### config.mk
export PLATFORM = sky130hd
export DESIGN_NAME = fractal_sync_rmw
export DESIGN_NICKNAME = d
export VERILOG_FILES = /design/src/rtl/fractal_sync_pkg.sv /design/src/rtl/fractal_sync_rr_arb.sv /design/src/rtl/fractal_sync_rmw.sv
export SDC_FILE = /design/constraint.sdc
export NUM_CORES = 1
export LEC_CHECK = 0
export CAP_MARGIN = 40
export CORE_ASPECT_RATIO = 0.75
export CORE_MARGIN = 5
export CORE_UTILIZATION = 50
export DETAILED_ROUTE_END_ITERATION = 12
export PLACE_DENSITY = 0.82
export SLEW_MARGIN = 10
export SYNTH_ARGS = -nofsm -noshare
export SYNTH_HDL_FRONTEND = slang
export SYNTH_SLANG_ARGS = --single-unit
### constraint.sdc
create_clock -name clk_i -period 10.15 [get_ports clk_i]
set_input_delay 2.03 -clock clk_i [delete_from_list [all_inputs] [get_ports clk_i]]
set_output_delay 2.03 -clock clk_i [all_outputs]
set_load 0.03 [all_outputs]
### src/rtl/fractal_sync_pkg.sv
// Shared configuration, operation/response types and barrier-id mapping helpers
// for the fractal sync read-modify-write front-end.
package fractal_sync_pkg;

    localparam int unsigned CFG_N_PORTS = 4;
    localparam int unsigned CFG_N_BANKS = 2;
    localparam int unsigned CFG_N_WORDS = 16;
    localparam int unsigned CFG_DATA_W  = 8;
    localparam int unsigned CFG_BYTE_W  = 8;

    function automatic int unsigned id_width(input int unsigned n_banks,
                                             input int unsigned n_words);
        return $clog2(n_banks * n_words);
    endfunction

    // Select fields keep at least one bit even when there is nothing to select.
    function automatic int unsigned sel_width(input int unsigned n);
        return (n > 1) ? $clog2(n) : 1;
    endfunction

    localparam int unsigned CFG_ID_W     = id_width(CFG_N_BANKS, CFG_N_WORDS);
    localparam int unsigned CFG_PORT_W   = sel_width(CFG_N_PORTS);
    localparam int unsigned CFG_BANK_LOG = $clog2(CFG_N_BANKS);
    localparam int unsigned CFG_BANK_W   = sel_width(CFG_N_BANKS);
    localparam int unsigned CFG_ADDR_W   = $clog2(CFG_N_WORDS);

    typedef logic [CFG_ID_W-1:0] id_t;

    typedef struct packed {
        logic [CFG_PORT_W-1:0] port;
        id_t                   id;
        logic [CFG_DATA_W-1:0] cnt;
    } rmw_op_t;

    typedef struct packed {
        logic                  valid;
        logic [CFG_PORT_W-1:0] port;
        id_t                   id;
        logic                  done;
    } rsp_t;

    // Low id bits pick the bank so consecutive barriers interleave across banks.
    function automatic logic [CFG_BANK_W-1:0] id_bank(input id_t id);
        return CFG_BANK_W'(id % CFG_ID_W'(CFG_N_BANKS));
    endfunction

    function automatic logic [CFG_ADDR_W-1:0] id_addr(input id_t id);
        return CFG_ADDR_W'(id >> CFG_BANK_LOG);
    endfunction

endpackage

### src/rtl/fractal_sync_rr_arb.sv
// Round-robin arbiter: grants the lowest-index request at or after the pointer,
// then moves the pointer just past the winner.
module fractal_sync_rr_arb
    import fractal_sync_pkg::*;
#(
    parameter int unsigned N_PORTS = CFG_N_PORTS
) (
    input  logic                           clk_i,
    input  logic                           rst_i,
    input  logic                           en_i,
    input  logic [N_PORTS-1:0]             req_i,
    output logic [N_PORTS-1:0]             gnt_o,
    output logic [sel_width(N_PORTS)-1:0]  gnt_idx_o,
    output logic                           gnt_valid_o
);

    localparam int unsigned PORT_W = sel_width(N_PORTS);

    logic [PORT_W-1:0] ptr_q, ptr_d;
    logic [PORT_W-1:0] cand;

    always_comb begin
        gnt_o       = '0;
        gnt_idx_o   = '0;
        gnt_valid_o = 1'b0;
        cand        = '0;
        for (int unsigned off = 0; off < N_PORTS; off++) begin
            cand = PORT_W'((32'(ptr_q) + off) % N_PORTS);
            if (en_i && !gnt_valid_o && req_i[cand]) begin
                gnt_valid_o = 1'b1;
                gnt_idx_o   = cand;
                gnt_o[cand] = 1'b1;
            end
        end
    end

    always_comb begin
        ptr_d = ptr_q;
        if (gnt_valid_o) begin
            ptr_d = (gnt_idx_o == PORT_W'(N_PORTS - 1)) ? '0 : gnt_idx_o + PORT_W'(1);
        end
    end

    always_ff @(posedge clk_i) begin
        if (rst_i) begin
            ptr_q <= '0;
        end else begin
            ptr_q <= ptr_d;
        end
    end

endmodule

### src/rtl/fractal_sync_rmw.sv
// Barrier-arrive read-modify-write front-end for the fractal_rf counter file:
// S0 arbitrates and reads the counter, S1 increments, compares and writes back.
module fractal_sync_rmw
    import fractal_sync_pkg::*;
#(
    parameter int unsigned N_PORTS = CFG_N_PORTS,
    parameter int unsigned N_BANKS = CFG_N_BANKS,
    parameter int unsigned N_WORDS = CFG_N_WORDS,
    parameter int unsigned DATA_W  = CFG_DATA_W,
    parameter int unsigned BYTE_W  = CFG_BYTE_W
) (
    input  logic                                  clk_i,
    input  logic                                  rst_i,
    input  logic [N_PORTS-1:0]                    req_valid_i,
    output logic [N_PORTS-1:0]                    req_ready_o,
    input  logic [N_PORTS*id_width(N_BANKS, N_WORDS)-1:0] req_id_i,
    input  logic [N_PORTS*DATA_W-1:0]             req_cnt_i,
    output logic                                  rf_req_o,
    output logic                                  rf_we_o,
    output logic [sel_width(N_BANKS)-1:0]         rf_bank_o,
    output logic [$clog2(N_WORDS)-1:0]            rf_addr_o,
    output logic [DATA_W-1:0]                     rf_wdata_o,
    output logic [DATA_W/BYTE_W-1:0]              rf_be_o,
    input  logic [DATA_W-1:0]                     rf_rdata_i,
    output logic                                  rsp_valid_o,
    output logic [sel_width(N_PORTS)-1:0]         rsp_port_o,
    output logic [id_width(N_BANKS, N_WORDS)-1:0] rsp_id_o,
    output logic                                  rsp_done_o
);

    // Internal op/response structs are sized from the package configuration,
    // so instance parameters are expected to match it.
    localparam int unsigned ID_W   = id_width(N_BANKS, N_WORDS);
    localparam int unsigned PORT_W = sel_width(N_PORTS);

    logic [N_PORTS-1:0] gnt;
    logic [PORT_W-1:0]  gnt_idx;
    logic               gnt_valid;
    logic               arb_en;
    logic [ID_W-1:0]    gnt_id;
    logic [DATA_W-1:0]  gnt_cnt;

    rmw_op_t           s1_q, s1_d;
    logic              s1_valid_q, s1_valid_d;
    logic              s1_fwd_q, s1_fwd_d;
    logic [DATA_W-1:0] s1_fwd_data_q, s1_fwd_data_d;

    logic              fwd_valid_q, fwd_valid_d;
    logic [ID_W-1:0]   fwd_id_q, fwd_id_d;
    logic [DATA_W-1:0] fwd_data_q, fwd_data_d;

    logic              s1_fire;
    logic [DATA_W-1:0] cur;
    logic [DATA_W-1:0] sum;
    logic              s1_done;
    logic [DATA_W-1:0] s1_wdata;
    rsp_t              rsp;

    // S1 owns the RF port, so S0 may only issue when S1 is empty.
    assign arb_en = !s1_valid_q && !rst_i;

    fractal_sync_rr_arb #(
        .N_PORTS (N_PORTS)
    ) u_arb (
        .clk_i       (clk_i),
        .rst_i       (rst_i),
        .en_i        (arb_en),
        .req_i       (req_valid_i),
        .gnt_o       (gnt),
        .gnt_idx_o   (gnt_idx),
        .gnt_valid_o (gnt_valid)
    );

    assign gnt_id  = req_id_i[int'(gnt_idx)*ID_W +: ID_W];
    assign gnt_cnt = req_cnt_i[int'(gnt_idx)*DATA_W +: DATA_W];

    assign s1_fire  = s1_valid_q && !rst_i;
    assign cur      = s1_fwd_q ? s1_fwd_data_q : rf_rdata_i;
    assign sum      = cur + DATA_W'(1);
    assign s1_done  = (sum == s1_q.cnt);
    assign s1_wdata = s1_done ? '0 : sum;

    always_comb begin
        s1_valid_d    = gnt_valid;
        s1_d          = s1_q;
        s1_fwd_d      = 1'b0;
        s1_fwd_data_d = s1_fwd_data_q;
        if (gnt_valid) begin
            s1_d.port = gnt_idx;
            s1_d.id   = gnt_id;
            s1_d.cnt  = gnt_cnt;
            // The RF may still return the pre-write value for a read issued right
            // after a write, so capture the bypass decision alongside the op.
            s1_fwd_d      = fwd_valid_q && (fwd_id_q == gnt_id);
            s1_fwd_data_d = fwd_data_q;
        end
    end

    always_comb begin
        fwd_valid_d = s1_fire;
        fwd_id_d    = fwd_id_q;
        fwd_data_d  = fwd_data_q;
        if (s1_fire) begin
            fwd_id_d   = s1_q.id;
            fwd_data_d = s1_wdata;
        end
    end

    always_ff @(posedge clk_i) begin
        if (rst_i) begin
            s1_valid_q    <= 1'b0;
            s1_q          <= '0;
            s1_fwd_q      <= 1'b0;
            s1_fwd_data_q <= '0;
            fwd_valid_q   <= 1'b0;
            fwd_id_q      <= '0;
            fwd_data_q    <= '0;
        end else begin
            s1_valid_q    <= s1_valid_d;
            s1_q          <= s1_d;
            s1_fwd_q      <= s1_fwd_d;
            s1_fwd_data_q <= s1_fwd_data_d;
            fwd_valid_q   <= fwd_valid_d;
            fwd_id_q      <= fwd_id_d;
            fwd_data_q    <= fwd_data_d;
        end
    end

    always_comb begin
        rsp       = '0;
        rsp.valid = s1_fire;
        if (s1_fire) begin
            rsp.port = s1_q.port;
            rsp.id   = s1_q.id;
            rsp.done = s1_done;
        end
    end

    always_comb begin
        req_ready_o = gnt;
        rf_req_o    = 1'b0;
        rf_we_o     = 1'b0;
        rf_bank_o   = '0;
        rf_addr_o   = '0;
        rf_wdata_o  = '0;
        rf_be_o     = '0;
        if (s1_fire) begin
            rf_req_o   = 1'b1;
            rf_we_o    = 1'b1;
            rf_bank_o  = id_bank(s1_q.id);
            rf_addr_o  = id_addr(s1_q.id);
            rf_wdata_o = s1_wdata;
            rf_be_o    = '1;
        end else if (gnt_valid) begin
            rf_req_o  = 1'b1;
            rf_bank_o = id_bank(gnt_id);
            rf_addr_o = id_addr(gnt_id);
        end
        rsp_valid_o = rsp.valid;
        rsp_port_o  = rsp.port;
        rsp_id_o    = rsp.id;
        rsp_done_o  = rsp.done;
    end

    // A zero participant count can never complete; treat it as a protocol error.
    always_ff @(posedge clk_i) begin
        if (!rst_i && gnt_valid) begin
            assert (gnt_cnt != '0)
            else $error("fractal_sync_rmw: zero participant count on port %0d", gnt_idx);
        end
    end

endmodule
# After elaboration in Yosys (flattened, before gate mapping)
# Index checks and enable logic that the tools add are counted.
[totals]
ff_bits = 41
out_inout_bits = 29
wordCells = 93
[op_classes]
addsub = 5
n_mul = 1
n_lt_le_gt_ge = 8
eq_ne = 3
n_shift = 2
n_mux = 40
n_bitwise = 4
n_reduce_logical = 20
[op_table]
columns = ["op", "count"]
rows = [
  ["8-bit 2-to-1 mux", 4],
  ["32-bit by 6-bit indexed part select with 8-bit output", 1],
  ["4-bit 2-to-1 mux", 6],
  ["20-bit by 6-bit indexed part select with 5-bit output", 1],
  ["1-bit 2-to-1 mux", 17],
  ["1-bit logical AND", 14],
  ["2-bit by 3-bit less-than comparator with 1-bit output, second input constant", 4],
  ["4-bit OR", 3],
  ["2-bit 2-to-1 mux", 5],
  ["8-bit by 1-bit adder with 8-bit output, second input constant", 1],
  ["1-bit binary-select mux with 2-bit select", 4],
  ["1-bit demux with 2-bit select", 4],
  ["8-bit equality test", 1],
  ["2-bit by 1-bit greater-or-equal comparator with 1-bit output, second input constant", 4],
  ["5-bit equality test", 1],
  ["1-bit logical NOT", 5],
  ["2-bit by 3-bit multiplier with 5-bit output, second input constant", 1],
  ["2-bit by 1-bit adder with 2-bit output, second input constant", 2],
  ["2-bit adder, second input constant", 2],
  ["2-bit equality test, second input constant", 1],
  ["2-bit OR reduction", 1],
  ["1-bit inverter", 1],
]

# Longest topological paths before layout
[logic_depth]
ltp_word = 20
ltp_mapped = 16
mapped_depth_nobuf = 11

# Cells and area by module
# Synthesis repeated with hierarchy kept, for this count alone.
[hier_totals]
hier_cells = 285
area_unflattened_um2 = 2836.5
[modules_own_cells]
columns = ["module", "instances", "cells_per_inst", "area_per_inst_um2"]
rows = [
  ["fractal_sync_rmw", 1, 221, 2232.1],
  ["fractal_sync_rr_arb", 1, 64, 604.3],
]

# Worst setup path after synthesis
# OpenSTA, ideal clock, no wires.
[synth_timing]
path_kind = "input port to output port"
from = "input port rst_i"
to = "output port rf_addr_o[1]"
t_arrival_ps = 3937
path_slack_ps = 4183
cell_stages = 12
cell_sequence = "buf_6 > or2_0 > clkbuf_2 > a311o_1 > o21a_1 > buf_6 > clkinv_2 > buf_6 > nand2_1 > a32oi_2 > nand2_1 > nand2b_1"
[synth_between]
elab_chain_len = 20
[synth_lines]
columns = ["element", "line", "rtl"]
rows = [
  ["start, declared", "fractal_sync_rmw.sv:13", "input logic rst_i,"],
  ["1-bit logical NOT (*)", "-", ""],
  ["1-bit logical AND", "fractal_sync_rmw.sv:60", "assign arb_en = !s1_valid_q && !rst_i;"],
  ["1-bit logical AND", "fractal_sync_rr_arb.sv:29", "if (en_i && !gnt_valid_o && req_i[cand]) begin"],
  ["1-bit 2-to-1 mux", "fractal_sync_rr_arb.sv:29", ""],
  ["1-bit logical NOT", "fractal_sync_rr_arb.sv:29", ""],
  ["1-bit logical AND (2 in a row)", "fractal_sync_rr_arb.sv:29", ""],
  ["1-bit 2-to-1 mux", "fractal_sync_rr_arb.sv:29", ""],
  ["1-bit logical NOT", "fractal_sync_rr_arb.sv:29", ""],
  ["1-bit logical AND (2 in a row)", "fractal_sync_rr_arb.sv:29", ""],
  ["1-bit 2-to-1 mux", "fractal_sync_rr_arb.sv:29", ""],
  ["1-bit logical NOT", "fractal_sync_rr_arb.sv:29", ""],
  ["1-bit logical AND (2 in a row)", "fractal_sync_rr_arb.sv:29", ""],
  ["2-bit 2-to-1 mux", "fractal_sync_rr_arb.sv:29", ""],
  ["2-bit by 3-bit multiplier with 5-bit output", "fractal_sync_rmw.sv:74", "assign gnt_id = req_id_i[int'(gnt_idx)*ID_W +: ID_W];"],
  ["20-bit by 6-bit indexed part select with 5-bit output", "fractal_sync_rmw.sv:74", ""],
  ["4-bit 2-to-1 mux", "fractal_sync_rmw.sv:154", "end else if (gnt_valid) begin"],
  ["4-bit 2-to-1 mux (*)", "fractal_sync_rmw.sv:147", "if (s1_fire) begin"],
  ["end, declared", "fractal_sync_rmw.sv:21", "output logic [$clog2(N_WORDS)-1:0] rf_addr_o,"],
]
# Mark *: on every way between the ends. The rest lies on a longest branch, timed or not.

# Worst setup path after layout
[layout_timing]
from = "input port rst_i"
to = "output port rf_addr_o[2]"
# The elaborated chain is that of the path after synthesis.

==> impl_metrics.json <==
{
  "slew_viol_final": 0,
  "synth.distinct_cells": 56,
  "drt-total-wl_mm": 8.682,
  "firstDrtPassIters": 5,
  "antenna_found_initial": 0,
  "cp_top_family": "buffers and inverters",
  "path_cells": "clkdlybuf4s50_1 > buf_4 > or2_0 > a311o_1 > o21a_1 > buf_16 > clkinv_2 > a21oi_1 > a32oi_1 > nand2_1 > nand2b_1 > clkdlybuf4s50_1",
  "cp_num_cells": 12,
  "synth_compound_area_share_pct": 22.31,
  "status": "completed",
  "ir_worst_vdd_v": 0.00006194,
  "slowest_delay_ns": 0.66,
  "post_synth_main_area_contributors": "dfxtp_1 29%, nand2_1 12%, a21oi_1 6.3%, xnor2_1 4.0%, mux2i_1 3.5%",
  "final_layout_size_suffix_gt1_share_pct": 6.087,
  "cts_htree_levels": 2,
  "clk_latency_ns": 0.29,
  "die_w_um": 97.51,
  "synth_warnings": 0,
  "fin_worst_skew_ns": 0.007192,
  "critPathArrivalTime_ns": 5.61,
  "cts_tree": "built",
  "drtAntennaViolNets": 0,
  "place_congestion": 0.8810,
  "period_needed_ns": 7.643,
  "grt_setup_unrepaired": "no",
  "holdPathStages": 2,
  "io_pins": 95,
  "grt_max_degree": 37,
  "synth_xor_area_share_pct": 5.185,
  "nNetsFinal": 531,
  "worst-r2r-cell-count": 12,
  "drc": 0,
  "hold_path_class": "register to register",
  "grt_pass1_vias": 2891,
  "crit_type": "input port to output pin",
  "ys_seq_elements": 41,
  "n_antenna_cell": 0,
  "synth_edf_count": 0,
  "dp_hpwl_mm": 6.798,
  "hold_violations": 0,
  "maxSlewHeadroom_pct": 53.76,
  "cp_slowest_cell": "clkdlybuf4s50_1",
  "critPathBufInv": 5,
  "design.die.area_um2": 7374,
  "synth_area_um2": 2872,
  "async_flop_share_pct": 0,
  "fp.dieH_um": 75.63,
  "synthTopCellsByCount": "94 x nand2_1, 41 x dfxtp_1, 36 x a21oi_1, 19 x inv_1, 16 x nor2_1",
  "p_leak_uw": 0.001575,
  "path_clk_slew_ns": 0.08,
  "initial_core_util_pct": 52.52,
  "synth-simple-area-share_pct": 26.10,
  "critPathMaxFanout": 28,
  "cts.path.max_buffers": 2,
  "hold_buffers": 0,
  "cts_setup_buffers": 0,
  "final-setup-viol-count": 0,
  "synth_top_cell_by_area": "dfxtp_1",
  "synth_top_family_by_area": "simple AND/OR/NAND/NOR gates",
  "tightest_slew_ns": 0.6926,
  "fmax_mhz": 130.8,
  "synth.most_common_cell": "nand2_1",
  "synth_area_per_cell_um2": 7.577,
  "powerDensity_nw_per_um2": 123.6,
  "rows": 23,
  "synth_fa_ha_area_share_pct": 2.614,
  "cts_sinks": 41,
  "port_buffers": 94,
  "whs_ns": 0.4507,
  "synth.top_cell.area_share_pct": 28.58,
  "yosysSeqAreaShare_pct": 28.58,
  "area_growth_pct": 35.29,
  "synth_fp_nets": 451,
  "vias_per_cell": 5.684,
  "wl_per_cell_um": 16.23,
  "vias": 3041,
  "path_common_cell": "clkdlybuf4s50_1",
  "maxCapViolations": 0,
  "cts-buffers-inserted": 5,
  "grt-ovfl-total": 0,
  "cts-root-buf": "clkbuf_8",
  "synthMuxAreaShare_pct": 6.623,
  "grt_pass1_wl_mm": 14.25,
  "setup-tns-final_ns": 0,
  "crit_path_end_kind": "output pin",
  "min_period_over_period_pct": 75.30,
  "core_area_um2": 5468,
  "required_ns": 8.12,
  "start_kind": "input port",
  "track_usage_pct": 24.00,
  "cts_resized": 0,
  "synth_flop_cell": "dfxtp_1",
  "drtIter0Drc": 180,
  "syn_inst": 379
}
## power breakdown
| group | switching (uW) | internal, uW |
|---|---|---|
| logic | 104 | 88.0 |
| registers | 10.7 | 174 |
| clock network | 56.4 | 47.4 |
| total | 171 | 309 |
## stage by stage
stage	utilization (%)	power [uW]	worst slack, ns	cells	instance area (um^2)
2_1_floorplan	-	313.1	4.183	379	2872
3_3_place_gp	68.97	371.1	2.222	526	3771
3_5_place_dp	69.47	377.9	2.534	527	3799
4_1_cts	71.05	480.1	2.538	535	3885
5_1_grt	71.05	506.0	2.337	535	3885
6_report	71.05	480.3	2.507	535	3885
## cell type report
type / count / area, um^2
flip-flops and latches: 41 / 820.8
multi-input cells: 291 / 1808
clock buffers: 5 / 68.82
repair buffers: 98 / 991.0
clock inverters: 3 / 17.52
inverters: 22 / 85.08
well taps: 75 / 93.84
fillers: 454 / 1583
## registers in the layout, summed over array words and instances, names as in the netlist
| name | cells |
|---|---|
| fwd_data_q | 8 |
| fwd_id_q | 5 |
| fwd_valid_q | 1 |
| s1_fwd_data_q | 8 |
| s1_fwd_q | 1 |
| s1_q | 15 |
| s1_valid_q | 1 |
| u_arb.ptr_q | 2 |
## worst paths after layout
path	slack, ns	startpoint	endpoint
max	2.51	rst_i	rf_addr_o[2]
min	0.45	fwd_data_q[2]	s1_fwd_data_q[2]
max reg2reg	6.28	u_arb.ptr_q[0]	s1_fwd_q
min reg2reg	0.45	fwd_data_q[2]	s1_fwd_data_q[2]
## worst min-delay path, stage by stage, from the launching register on
cell and delay (ns):
dfxtp_1 0.32, nand2_1 0.05, a21oi_1 0.05
## layer usage
layer  routed length, um  vias up  track usage, %
li1                    -     1476               -
met1                4002     1385           34.15
met2                3601      161           35.91
met3                 898       19           5.947
met4                 179        0           7.988
met5                   0        -               0
## kinds of logic (layout without fill, tap and decap cells)
logic type               after synthesis  count (layout)
multiplexers                          15              15
buffers and inverters                 47             128
XOR/XNOR                              17              17
AND/OR/NAND/NOR                      162             162
AO/OA/AOI/OAI                         91              91
flip-flops                            41              41
adder cells (fa/ha/maj)                6               6
## cell usage in the layout (no fill, tap or decap), types with 2 or more instances in the layout
| cell | instances |
|---|---|
| mux2i_1 | 10 |
| nand2_1 | 94 |
| xor2_1 | 4 |
| nor2_1 | 16 |
| and3_1 | 12 |
| nand3b_1 | 2 |
| o21ai_0 | 12 |
| xnor2_1 | 13 |
| clkdlybuf4s50_1 | 94 |
| nand2b_1 | 6 |
| a222oi_1 | 4 |
| a311o_1 | 8 |
| o211ai_1 | 11 |
| mux2_4 | 2 |
| nand3_1 | 8 |
| clkinv_2 | 4 |
| and2_1 | 5 |
| a21o_1 | 5 |
| nor3_1 | 5 |
| ha_1 | 6 |
| a21oi_1 | 36 |
| or3_1 | 3 |
| clkbuf_8 | 5 |
| buf_4 | 3 |
| dfxtp_1 | 41 |
| a32o_1 | 2 |
| inv_1 | 19 |
| o21ai_2 | 2 |
Power figures use the tool's default switching activity.
